--- config.mk ---
export PLATFORM = sky130hd
export DESIGN_NAME = seq_clk_gen_flat
export DESIGN_NICKNAME = d
export VERILOG_FILES = /design/src/rtl/seq_sync_if.sv /design/src/rtl/seq_clk_gen.sv /design/src/flat_wrapper.sv
export SDC_FILE = /design/constraint.sdc
export NUM_CORES = 1
export LEC_CHECK = 0
export CAP_MARGIN = 25
export CORE_ASPECT_RATIO = 0.7
export CORE_UTILIZATION = 45
export DETAILED_ROUTE_END_ITERATION = 8
export DONT_BUFFER_PORTS = 1
export PLACE_DENSITY = 0.58
export SYNTH_ARGS = -nofsm -noshare
export SYNTH_HDL_FRONTEND = slang
export SYNTH_SLANG_ARGS = --single-unit
export TNS_END_PERCENT = 30
--- constraint.sdc ---
create_clock -name CLK -period 5.1 [get_ports CLK]
set_input_delay 1.02 -clock CLK [delete_from_list [all_inputs] [get_ports CLK]]
set_output_delay 1.02 -clock CLK [all_outputs]
set_load 0.03 [all_outputs]
--- src/rtl/seq_sync_if.sv ---
// Timing/config bundle from the config manager to the sequence-clock consumers.
interface seq_sync_if;
    logic [15:0] SEQ_CLK_CYCLE;
    logic [15:0] SEQ_CLK_DIV;
    logic        SEQ_CLK_INIT;
    logic        OP_MODE;
    logic        SEQ_MODE;
    logic        REF_CLK_TICK;
    logic        SYNC;
    logic [31:0] SEQ_CLK_SYNC_TIME_NS;
    logic [15:0] WAVELENGTH_UM;

    modport master_port (
        output SEQ_CLK_CYCLE, SEQ_CLK_DIV, SEQ_CLK_INIT, OP_MODE, SEQ_MODE,
               REF_CLK_TICK, SYNC, SEQ_CLK_SYNC_TIME_NS, WAVELENGTH_UM
    );

    modport slave_port (
        input SEQ_CLK_CYCLE, SEQ_CLK_DIV, SEQ_CLK_INIT, OP_MODE, SEQ_MODE,
              REF_CLK_TICK, SYNC, SEQ_CLK_SYNC_TIME_NS, WAVELENGTH_UM
    );
endinterface

--- src/rtl/seq_clk_gen.sv ---
// Sequence-clock generator: divides REF_CLK_TICK by the latched divider and
// steps a wrapping sequence point index, with a one-cycle strobe per new point.
//
// state  | meaning
// -------+--------------------------------------------------------------
// IDLE   | OP_MODE off or not yet armed; index and divider held at 0
// ARMED  | shadows latched by INIT, waiting for SYNC to start point 0
// RUN    | counting ref ticks, stepping SEQ_IDX every div_q ticks
module seq_clk_gen #(
    parameter bit RESYNC_IN_RUN = 1'b0
) (
    input  logic            CLK,
    input  logic            RST_N,
    seq_sync_if.slave_port  SYNC_IF,
    output logic [15:0]     SEQ_IDX,
    output logic            SEQ_TICK,
    output logic            SEQ_RUN,
    output logic            SEQ_MODE_Q
);

    typedef enum logic [1:0] {
        S_IDLE  = 2'd0,
        S_ARMED = 2'd1,
        S_RUN   = 2'd2
    } state_t;

    state_t      state_q, state_d;
    logic        init_prev_q, init_prev_d;
    // INIT must be observed low after reset before a rising edge can count,
    // so an INIT left high across reset does not re-arm the block.
    logic        init_low_seen_q, init_low_seen_d;
    logic [15:0] cycle_q, cycle_d;
    logic [15:0] div_q, div_d;
    logic [15:0] div_cnt_q, div_cnt_d;
    logic [15:0] idx_q, idx_d;
    logic        tick_q, tick_d;
    logic        mode_q, mode_d;

    logic        init_rise;
    logic        sync_start;
    logic        step_end;
    logic        idx_end;
    logic [15:0] cycle_cfg;
    logic [15:0] div_cfg;

    assign init_rise  = SYNC_IF.SEQ_CLK_INIT & ~init_prev_q & init_low_seen_q;
    assign sync_start = SYNC_IF.SYNC &
                        ((state_q == S_ARMED) || (RESYNC_IN_RUN && (state_q == S_RUN)));
    assign step_end   = (div_cnt_q == (div_q - 16'd1));
    assign idx_end    = (idx_q == (cycle_q - 16'd1));
    assign cycle_cfg  = (SYNC_IF.SEQ_CLK_CYCLE == 16'd0) ? 16'd1 : SYNC_IF.SEQ_CLK_CYCLE;
    assign div_cfg    = (SYNC_IF.SEQ_CLK_DIV   == 16'd0) ? 16'd1 : SYNC_IF.SEQ_CLK_DIV;

    // State and datapath registers with synchronous active-low reset.
    always_ff @(posedge CLK) begin
        if (!RST_N) begin
            state_q         <= S_IDLE;
            init_prev_q     <= 1'b0;
            init_low_seen_q <= 1'b0;
            cycle_q         <= 16'd1;
            div_q           <= 16'd1;
            div_cnt_q       <= 16'd0;
            idx_q           <= 16'd0;
            tick_q          <= 1'b0;
            mode_q          <= 1'b0;
        end else begin
            state_q         <= state_d;
            init_prev_q     <= init_prev_d;
            init_low_seen_q <= init_low_seen_d;
            cycle_q         <= cycle_d;
            div_q           <= div_d;
            div_cnt_q       <= div_cnt_d;
            idx_q           <= idx_d;
            tick_q          <= tick_d;
            mode_q          <= mode_d;
        end
    end

    // Next state: mode drop, then INIT edge, then SYNC.
    always_comb begin
        state_d = state_q;
        if (!SYNC_IF.OP_MODE) begin
            state_d = S_IDLE;
        end else if (init_rise) begin
            state_d = S_ARMED;
        end else if (sync_start) begin
            state_d = S_RUN;
        end
    end

    // Next values of index, divider count, shadows and step strobe.
    always_comb begin
        init_prev_d     = SYNC_IF.SEQ_CLK_INIT;
        init_low_seen_d = init_low_seen_q | ~SYNC_IF.SEQ_CLK_INIT;
        cycle_d         = cycle_q;
        div_d           = div_q;
        mode_d          = mode_q;
        div_cnt_d       = div_cnt_q;
        idx_d           = idx_q;
        tick_d          = 1'b0;
        if (!SYNC_IF.OP_MODE) begin
            idx_d     = 16'd0;
            div_cnt_d = 16'd0;
        end else if (init_rise) begin
            cycle_d   = cycle_cfg;
            div_d     = div_cfg;
            mode_d    = SYNC_IF.SEQ_MODE;
            idx_d     = 16'd0;
            div_cnt_d = 16'd0;
        end else if (sync_start) begin
            // Same-cycle ref tick is dropped: point 0 starts a fresh step.
            idx_d     = 16'd0;
            div_cnt_d = 16'd0;
            tick_d    = 1'b1;
        end else if (state_q == S_ARMED) begin
            idx_d     = 16'd0;
        end else if ((state_q == S_RUN) && SYNC_IF.REF_CLK_TICK) begin
            if (step_end) begin
                div_cnt_d = 16'd0;
                tick_d    = 1'b1;
                idx_d     = idx_end ? 16'd0 : (idx_q + 16'd1);
            end else begin
                div_cnt_d = div_cnt_q + 16'd1;
            end
        end
    end

    assign SEQ_IDX    = idx_q;
    assign SEQ_TICK   = tick_q;
    assign SEQ_RUN    = (state_q == S_RUN);
    assign SEQ_MODE_Q = mode_q;

endmodule
--- src/flat_wrapper.sv ---
// flat-port wrapper written by rule: the top's interface ports become plain ports
module seq_clk_gen_flat 
#(
    parameter bit RESYNC_IN_RUN = 1'b0
)
  (CLK, RST_N, SEQ_IDX, SEQ_TICK, SEQ_RUN, SEQ_MODE_Q, SYNC_IF_SEQ_CLK_CYCLE, SYNC_IF_SEQ_CLK_DIV, SYNC_IF_SEQ_CLK_INIT, SYNC_IF_OP_MODE, SYNC_IF_SEQ_MODE, SYNC_IF_REF_CLK_TICK, SYNC_IF_SYNC, SYNC_IF_SEQ_CLK_SYNC_TIME_NS, SYNC_IF_WAVELENGTH_UM);
  seq_sync_if SYNC_IF_i ();
  input  logic CLK;
  input  logic RST_N;
  output logic [15:0] SEQ_IDX;
  output logic SEQ_TICK;
  output logic SEQ_RUN;
  output logic SEQ_MODE_Q;
  input wire logic [$bits(SYNC_IF_i.SEQ_CLK_CYCLE)-1:0] SYNC_IF_SEQ_CLK_CYCLE;
  input wire logic [$bits(SYNC_IF_i.SEQ_CLK_DIV)-1:0] SYNC_IF_SEQ_CLK_DIV;
  input wire logic [$bits(SYNC_IF_i.SEQ_CLK_INIT)-1:0] SYNC_IF_SEQ_CLK_INIT;
  input wire logic [$bits(SYNC_IF_i.OP_MODE)-1:0] SYNC_IF_OP_MODE;
  input wire logic [$bits(SYNC_IF_i.SEQ_MODE)-1:0] SYNC_IF_SEQ_MODE;
  input wire logic [$bits(SYNC_IF_i.REF_CLK_TICK)-1:0] SYNC_IF_REF_CLK_TICK;
  input wire logic [$bits(SYNC_IF_i.SYNC)-1:0] SYNC_IF_SYNC;
  input wire logic [$bits(SYNC_IF_i.SEQ_CLK_SYNC_TIME_NS)-1:0] SYNC_IF_SEQ_CLK_SYNC_TIME_NS;
  input wire logic [$bits(SYNC_IF_i.WAVELENGTH_UM)-1:0] SYNC_IF_WAVELENGTH_UM;
  assign SYNC_IF_i.SEQ_CLK_CYCLE = SYNC_IF_SEQ_CLK_CYCLE;
  assign SYNC_IF_i.SEQ_CLK_DIV = SYNC_IF_SEQ_CLK_DIV;
  assign SYNC_IF_i.SEQ_CLK_INIT = SYNC_IF_SEQ_CLK_INIT;
  assign SYNC_IF_i.OP_MODE = SYNC_IF_OP_MODE;
  assign SYNC_IF_i.SEQ_MODE = SYNC_IF_SEQ_MODE;
  assign SYNC_IF_i.REF_CLK_TICK = SYNC_IF_REF_CLK_TICK;
  assign SYNC_IF_i.SYNC = SYNC_IF_SYNC;
  assign SYNC_IF_i.SEQ_CLK_SYNC_TIME_NS = SYNC_IF_SEQ_CLK_SYNC_TIME_NS;
  assign SYNC_IF_i.WAVELENGTH_UM = SYNC_IF_WAVELENGTH_UM;
  seq_clk_gen #(.RESYNC_IN_RUN(RESYNC_IN_RUN)) u_core (.CLK(CLK), .RST_N(RST_N), .SYNC_IF(SYNC_IF_i), .SEQ_IDX(SEQ_IDX), .SEQ_TICK(SEQ_TICK), .SEQ_RUN(SEQ_RUN), .SEQ_MODE_Q(SEQ_MODE_Q));
endmodule
Yosys cells after proc, flatten, opt, wreduce, memory -nomap -nowiden

Index checks and enable logic that the tools add are counted.

Add/subtract/negate cells: 4
Equality and inequality tests: 4
Multiplexer cells: 10
Bitwise logic cells: 9
Reduce and logical (&&, ||, !) cells: 11

Operators by type and width:

| operator                                                              | count |
|---|---|
| 16-bit 2-to-1 mux                                                     | 4 |
| 16-bit by 1-bit adder with 16-bit output (second input constant)      | 2 |
| 16-bit == test                                                        | 2 |
| 16-bit zero test                                                      | 2 |
| 16-bit by 1-bit subtractor with 16-bit output (second input constant) | 2 |
| 2-bit AND reduction                                                   | 4 |
| 1-bit 2-to-1 mux                                                      | 6 |
| 1-bit NOT                                                             | 5 |
| 5-bit OR reduction                                                    | 1 |
| 4-bit OR reduction                                                    | 1 |
| 1-bit bitwise AND                                                     | 3 |
| 3-bit OR reduction                                                    | 1 |
| 2-bit by 1-bit == test with 1-bit output (second input constant)      | 1 |
| 2-bit == test (second input constant)                                 | 1 |
| 2-bit nonzero test                                                    | 1 |
| 1-bit logical AND                                                     | 1 |
| 1-bit bitwise OR                                                      | 1 |

Register bits: 70
Bits of input ports: 87
Output and inout bits: 19
Logic and storage cells: 48

Logic depth before layout (Yosys ltp)

Gate-level depths: netlist of the first run.

Word-level depth: 6
Gate-level depth with buffers: 12
Gate-level depth less buffers: 9

Least setup slack after synthesis of the first run

OpenSTA, ideal clock, no wires.

Path type: reg2reg
Start point: register u_core.div_q[0]
End point: register u_core.idx_q[7], in the netlist u_core.SEQ_IDX[7]
Setup time: 148 ps
Arrival time: 2961 ps
Data required time: 4952 ps
Slack: 1991 ps
Cell stages (with the launch flop): 12
Path buffers: 2
Clock period less this slack: 3109 ps
Cells stage by stage: dfxtp_1 > inv_1 > ha_1 > or4b_1 > clkbuf_1 > or3_4 > xnor2_1 > a211oi_2 > o2111ai_1 > nor4_4 > buf_4 > a211oi_1

Longest elaborated chain between the ends: 3

Ends and longest elaborated chain:

| what                                          | line              | text |
|---|---|---|
| from (decl)                                   | seq_clk_gen.sv:33 | `logic [15:0] div_q, div_d;` |
| from (signal assigned)                        | seq_clk_gen.sv:71 | `div_q <= div_d;` |
| 16-bit by 1-bit subtractor with 16-bit output | seq_clk_gen.sv:49 | `assign step_end = (div_cnt_q == (div_q - 16'd1));` |
| 16-bit == test                                | seq_clk_gen.sv:49 |  |
| 2-bit AND reduction (no source line)          | --                |  |
| to (signal assigned)                          | seq_clk_gen.sv:73 | `idx_q <= idx_d;` |
| to (decl)                                     | seq_clk_gen.sv:35 | `logic [15:0] idx_q, idx_d;` |

No other way between the ends.
A chain may end at the register's enable or synchronous reset.

Worst setup path in the final report of the first run

Start point: register u_core.div_q[5]
End point: register u_core.idx_q[3], in the netlist u_core.SEQ_IDX[3]

The elaborated chain is that of the path after synthesis.

==> results of run 1 <==
layer usage:
metal / wire [um] / part of all wire (%) / vias up
met1: 5970 / 53 / 1821
met3: 862 / 7.7 / 9
met4: 108 / 0.97 / 0
met2: 4223 / 38 / 142
li1: - / - / 1971
met5: 0 / 0 / -
critical path, cell delays in order, from the launching register on:
cell and delay [ns]:
dfxtp_1 0.40, or4_1 0.72, o41ai_1 0.48, o32ai_1 0.16
mux2i_1 0.23, nand2_1 0.54, or4_1 0.70, a211oi_2 0.23
final cells by class:
cell class                      instances  area, um^2
Clock buffer                           10       239.0
Clock inverter                          6       85.08
Fill cell                             912        4459
Inverter                               11       41.29
Multi-Input combinational cell        428        2784
Sequential cell                        70        1401
Tap cell                              124       155.1
Timing Repair Buffer                    8       87.58
per-stage QoR:
step | worst slack (ns) | hold slack (ns) | total power [mW]
4_1_cts | 1.316 | 0.4626 | 1.375
2_1_floorplan | 1.991 | 0.4377 | 0.6704
3_5_place_dp | 1.342 | 0.4534 | 0.6926
3_3_place_gp | 1.395 | 0.4482 | 0.6912
6_report | 1.555 | 0.4605 | 1.369
5_1_grt | 1.331 | 0.5067 | 1.421
path summary, 6_finish.rpt:
| kind | cells after the start | end |
|---|---|---|
| worst max-delay path | 7 | u_core.SEQ_IDX[3] |
| worst min-delay path | 2 | u_core.init_low_seen_q |
| worst max register to register | 7 | u_core.SEQ_IDX[3] |
| worst min register to register | 2 | u_core.init_low_seen_q |
logic make-up (layout without fill, tap and decap cells):
family / count (synthesis) / count (layout) / share of synthesized area, %
compound gates: 118 / 118 / 21.20
xor+xnor: 48 / 48 / 9.589
fa+ha+maj: 4 / 4 / 1.142
buf+inv: 49 / 35 / 4.537
flops: 70 / 70 / 31.96
mux: 3 / 3 / 0.6850
simple gates: 255 / 255 / 30.88
sequential cells by signal, summed over array words and instances, names as in the netlist:
name	count
u_core.SEQ_TICK	1
u_core.cycle_q	16
u_core.div_cnt_q	16
u_core.init_prev_q	1
u_core.SEQ_MODE_Q	1
u_core.SEQ_IDX	16
u_core.init_low_seen_q	1
u_core.state_q	2
u_core.div_q	16
synthesized netlist by cell type, drive strengths merged, types with 3 or more instances:
| cell type | n |
|---|---|
| nand2 | 88 |
| inv | 11 |
| buf | 9 |
| a211oi | 22 |
| o2111ai | 4 |
| o31ai | 13 |
| or4 | 17 |
| a21oi | 7 |
| o31a | 3 |
| or4b | 4 |
| nor4 | 19 |
| a31oi | 3 |
| mux2i | 3 |
| nand4 | 13 |
| o41ai | 3 |
| xnor2 | 27 |
| nor2b | 6 |
| and3 | 8 |
| xor2 | 21 |
| ha | 4 |
| or3 | 6 |
| clkbuf | 29 |
| and4 | 7 |
| nand3 | 14 |
| o211ai | 5 |
| a21boi | 34 |
| nor2 | 40 |
| nor3 | 14 |
| nand2b | 4 |
| and2 | 5 |
| dfxtp | 70 |
| o21ai | 10 |
power by group:
part | switching, mW | total [mW] | internal [mW]
clock | 0.238 | 0.677 | 0.439
sequential | 0.0118 | 0.566 | 0.554
combinational | 0.0782 | 0.125 | 0.0473
==> flow_summary.yaml, run 1 <==
outcome:
  status: "completed"
timing:
  period_needed_ns: 3.545
  post-route-period-util_pct: 69.51
  slew_violations: 0
  finalSetupTns_ns: 0
  slew_headroom_pct: 44.21
  worst_slew_pin_slew_ns: 0.8348
  finalSetupViolCount: 0
  fmax_mhz: 282.1
  fin_worst_skew_ns: 0.006306
  hold_viol: 0
  rsz0062_at_grt: "false"
drt:
  drc: 0
  drt_first_pass_iters: 5
  vias: 3943
  viasPerCell: 6.002
  wirelength_mm: 11.17
  ant_nets: 0
  initialDrtViolationCount: 365
  routedWlPerCell_um: 16.99
logic_synthesis:
  synth_cells: 547
  ys_ff_latch: 70
  synth-main-ff-cell: "dfxtp_1"
  synth_edf_count: 0
  syn_area_mm2: 0.004384
  yosys_warnings: 0
  synth.distinct_cells: 62
  yosysTopAreaCellShare_pct: 31.96
  ys_seq_area_share_pct: 31.96
  synth_area_leaders: "dfxtp_1 (32%), nand2_1 (7.5%), a21boi_0 (5.7%), xnor2_1 (5.4%), xor2_1 (4.2%)"
  synth_fp_nets: 638
  synth.avg_cell_area_um2: 8.015
  synthArstFlopShare_pct: 0
  synth_area_leader_cell: "dfxtp_1"
clocking:
  postCtsSetupBuffers: 0
  cts_tree: "done"
  cts_buffer_depth: 2
  cts_num_sinks: 70
  path_clk_slew_ns: 0.06
  h-tree-depth: 3
  postCtsHoldBufs: 0
  ctsResizeCount: 0
  cts-buffers-inserted: 9
  clock_latency_ns: 0.33
  clk_root_buffer_cell: "clkbuf_16"
floorplan:
  die-width_um: 120.0
  fp.dieH_um: 84.59
  io_pins: 106
  rows: 29
  start_util_pct: 47.38
  core_area_mm2: 0.009253
  dieArea_mm2: 0.01015
grt:
  grt.busiest_layer: "met1"
  antenna_found_initial: 0
  met3_usage_pct: 5.978
  overflow: 0
  grt_max_degree: 37
  grt_pass1_vias: 3640
  grtUsageMet1_pct: 35.47
  grtUsageMet2_pct: 31.35
  grt_util_all_layers_pct: 23.16
  grt_pass1_wl_mm: 18.53
min_path:
  hold_path_startpoint: "u_core.init_low_seen_q"
  hold_class: "flip-flop to flip-flop"
pwr:
  vdd.ir_drop.worst_uv: 209.1
  leakage_nw: 1.520
  powerDensity_mw_per_mm2: 285.6
setup_path:
  critPathLaunch: "u_core.div_q[5]"
  crit_path_start_kind: "flip-flop"
  critical_path_required_ns: 5.35
  cp_max_fo: 29
  crit-reg2reg-launch: "u_core.div_q[5]"
  reg2reg_setup_slack_ns: 1.55
  cp.arrival_ns: 3.80
  crit_path_end_kind: "flip-flop"
  worstSetupPathType: "flip-flop to flip-flop"
layout:
  fin_util_pct: 51.81
  drive_above_1_share_pct: 8.443
  diodes: 0
  fin_nets: 619
  instances_no_fill: 657
  final_cell_mix: "nand2_1 (88), dfxtp_1 (70), nor2_1 (40)"
  flow.area_growth_from_synthesis_pct: 9.332
  final_common_cell: "nand2_1"
  final_area_mm2: 0.004793
place:
  dp.cells: 639
  gp_congestion: 0.8541
  postPlaceCellArea_mm2: 0.004427
  numPortBuffers: 0
  dp_hpwl_mm: 8.234
run:
  drv_cap: 0
Note: power is estimated with default switching activity, not from simulation.
==> run 2, diff against run 1 <==
==> constraint.sdc (replaced) <==
create_clock -name CLK -period 3.7 [get_ports CLK]
set_input_delay 0.74 -clock CLK [delete_from_list [all_inputs] [get_ports CLK]]
set_output_delay 0.74 -clock CLK [all_outputs]
set_load 0.03 [all_outputs]
==> flow_summary.yaml, run 2 (same netlist as run 1, synthesis figures left out) <==
setup_path:
  slowest_delay_ns: 0.71
  cp_max_fo: 31
  crit-reg2reg-launch: "u_core.div_q[5]"
  crit_path_start_kind: "flip-flop"
  crit_path_end_kind: "flip-flop"
  worstSetupPathType: "flip-flop to flip-flop"
  reg2reg_setup_slack_ns: 0.48
  worstPathCellList: "or4_1, or3_4, xnor2_1, a211oi_2, o2111ai_2, buf_4, or4b_1, a211oi_1"
  critical-path-top-delay-family: "simple AND/OR/NAND/NOR gates"
  ff2ff_path_depth: 8
  regToRegEndpoint: "u_core.SEQ_IDX[13]"
  cp.depth: 8
  cp.arrival_ns: 3.47
  critical_path_required_ns: 3.95
  slowest_stage: "or4_1"
  crit_buf_inv: 1
timing:
  slew_violations: 0
  finalSetupTns_ns: 0
  hold_viol: 0
  fin_worst_skew_ns: 0.006232
  period_needed_ns: 3.221
  worst_slew_pin_slew_ns: 0.7256
  rsz0062_at_grt: "false"
  fmax_mhz: 310.4
  finalSetupViolCount: 0
  slew_headroom_pct: 51.26
  post-route-period-util_pct: 87.06
drt:
  viasPerCell: 5.965
  routedWlPerCell_um: 16.83
  wirelength_mm: 11.09
  drt_first_pass_iters: 5
  ant_nets: 0
  initialDrtViolationCount: 338
  drc: 0
  vias: 3931
grt:
  grt.busiest_layer: "met1"
  grtUsageMet2_pct: 30.46
  grt_max_degree: 37
  grt_util_all_layers_pct: 22.80
  grt_pass1_wl_mm: 18.23
  overflow: 0
  grt_pass1_vias: 3608
  grtUsageMet1_pct: 35.23
  met3_usage_pct: 5.707
  antenna_found_initial: 0
run:
  drv_cap: 0
clocking:
  postCtsHoldBufs: 0
  path_clk_slew_ns: 0.06
  clock_latency_ns: 0.34
  ctsResizeCount: 0
  cts_buffer_depth: 2
  h-tree-depth: 3
  clk_root_buffer_cell: "clkbuf_16"
  cts_num_sinks: 70
  cts-buffers-inserted: 9
  cts_tree: "done"
  postCtsSetupBuffers: 0
layout:
  drive_above_1_share_pct: 8.598
  final_area_mm2: 0.004778
  diodes: 0
  final_cell_mix: "nand2_1 (88), dfxtp_1 (70), nor2_1 (40)"
  flow.area_growth_from_synthesis_pct: 8.990
  final_common_cell: "nand2_1"
  fin_nets: 621
place:
  numPortBuffers: 0
  dp_hpwl_mm: 8.264
  postPlaceCellArea_mm2: 0.004449
  gp_congestion: 0.8570
floorplan:
  core_area_mm2: 0.009253
  io_pins: 106
  start_util_pct: 47.38
  dieArea_mm2: 0.01015
  fp.dieH_um: 84.59
  die-width_um: 120.0
  rows: 29
min_path:
  hold_path_depth: 2
  hold_path_startpoint: "u_core.init_low_seen_q"
  hold_class: "flip-flop to flip-flop"
  hold_path_end: "u_core.init_low_seen_q"
pwr:
  powerDensity_mw_per_mm2: 380.1
  leakage_nw: 1.513
  vdd.ir_drop.worst_uv: 226.2
outcome:
  status: "completed"
run 2: area by class of cell:
class / instances / area, um^2
clock buffer: 11 / 242.7
clock inverter: 5 / 58.81
fill: 918 / 4474
inverter: 11 / 41.29
multi-input combinational: 428 / 2784
sequential: 70 / 1401
tap: 124 / 155.1
timing repair buffer: 10 / 95.09
run 2: how the worst max path moves through the flow:
stage,to,from
floorplan,u_core.SEQ_IDX[7],u_core.div_q[0]
global placement,u_core.SEQ_IDX[5],u_core.div_q[5]
detailed placement,u_core.SEQ_IDX[7],u_core.div_q[5]
CTS,u_core.SEQ_IDX[13],u_core.div_q[5]
global route,u_core.SEQ_IDX[13],u_core.div_q[1]
finish,u_core.SEQ_IDX[13],u_core.div_q[5]
run 2: stage by stage:
| step | utilization (%) | std cells | setup slack [ns] | hold WS (ns) | power [mW] |
|---|---|---|---|---|---|
| 2_1_floorplan | - | 547 | 0.5910 | 0.4377 | 0.9240 |
| 3_5_place_dp | 48.09 | 642 | 0.4854 | 0.4544 | 0.9590 |
| 5_1_grt | 51.64 | 659 | 0.2724 | 0.4893 | 1.881 |
| 3_3_place_gp | 48.09 | 642 | 0.5713 | 0.4490 | 0.9560 |
| 4_1_cts | 51.35 | 658 | 0.4674 | 0.4636 | 1.833 |
| 6_report | 51.64 | 659 | 0.4788 | 0.4634 | 1.816 |
run 2: tightest hold or removal path, stage by stage, from the launching register on:
cell	delay, ns
dfxtp_1	0.31
inv_1	0.04
a21boi_0	0.06
run 2: routing by layer:
| metal | share of wire [%] | up-vias |
|---|---|---|
| li1 | - | 1978 |
| met1 | 55 | 1833 |
| met2 | 38 | 109 |
| met3 | 6.3 | 11 |
| met4 | 0.97 | 0 |
| met5 | 0 | - |
run 2: power breakdown:
group          internal (mW)  leakage [nW]  switching [mW]  total, mW
registers              0.764         0.566          0.0159      0.780
clock network          0.540         0.142           0.329      0.869
logic                 0.0603         0.806           0.107      0.167
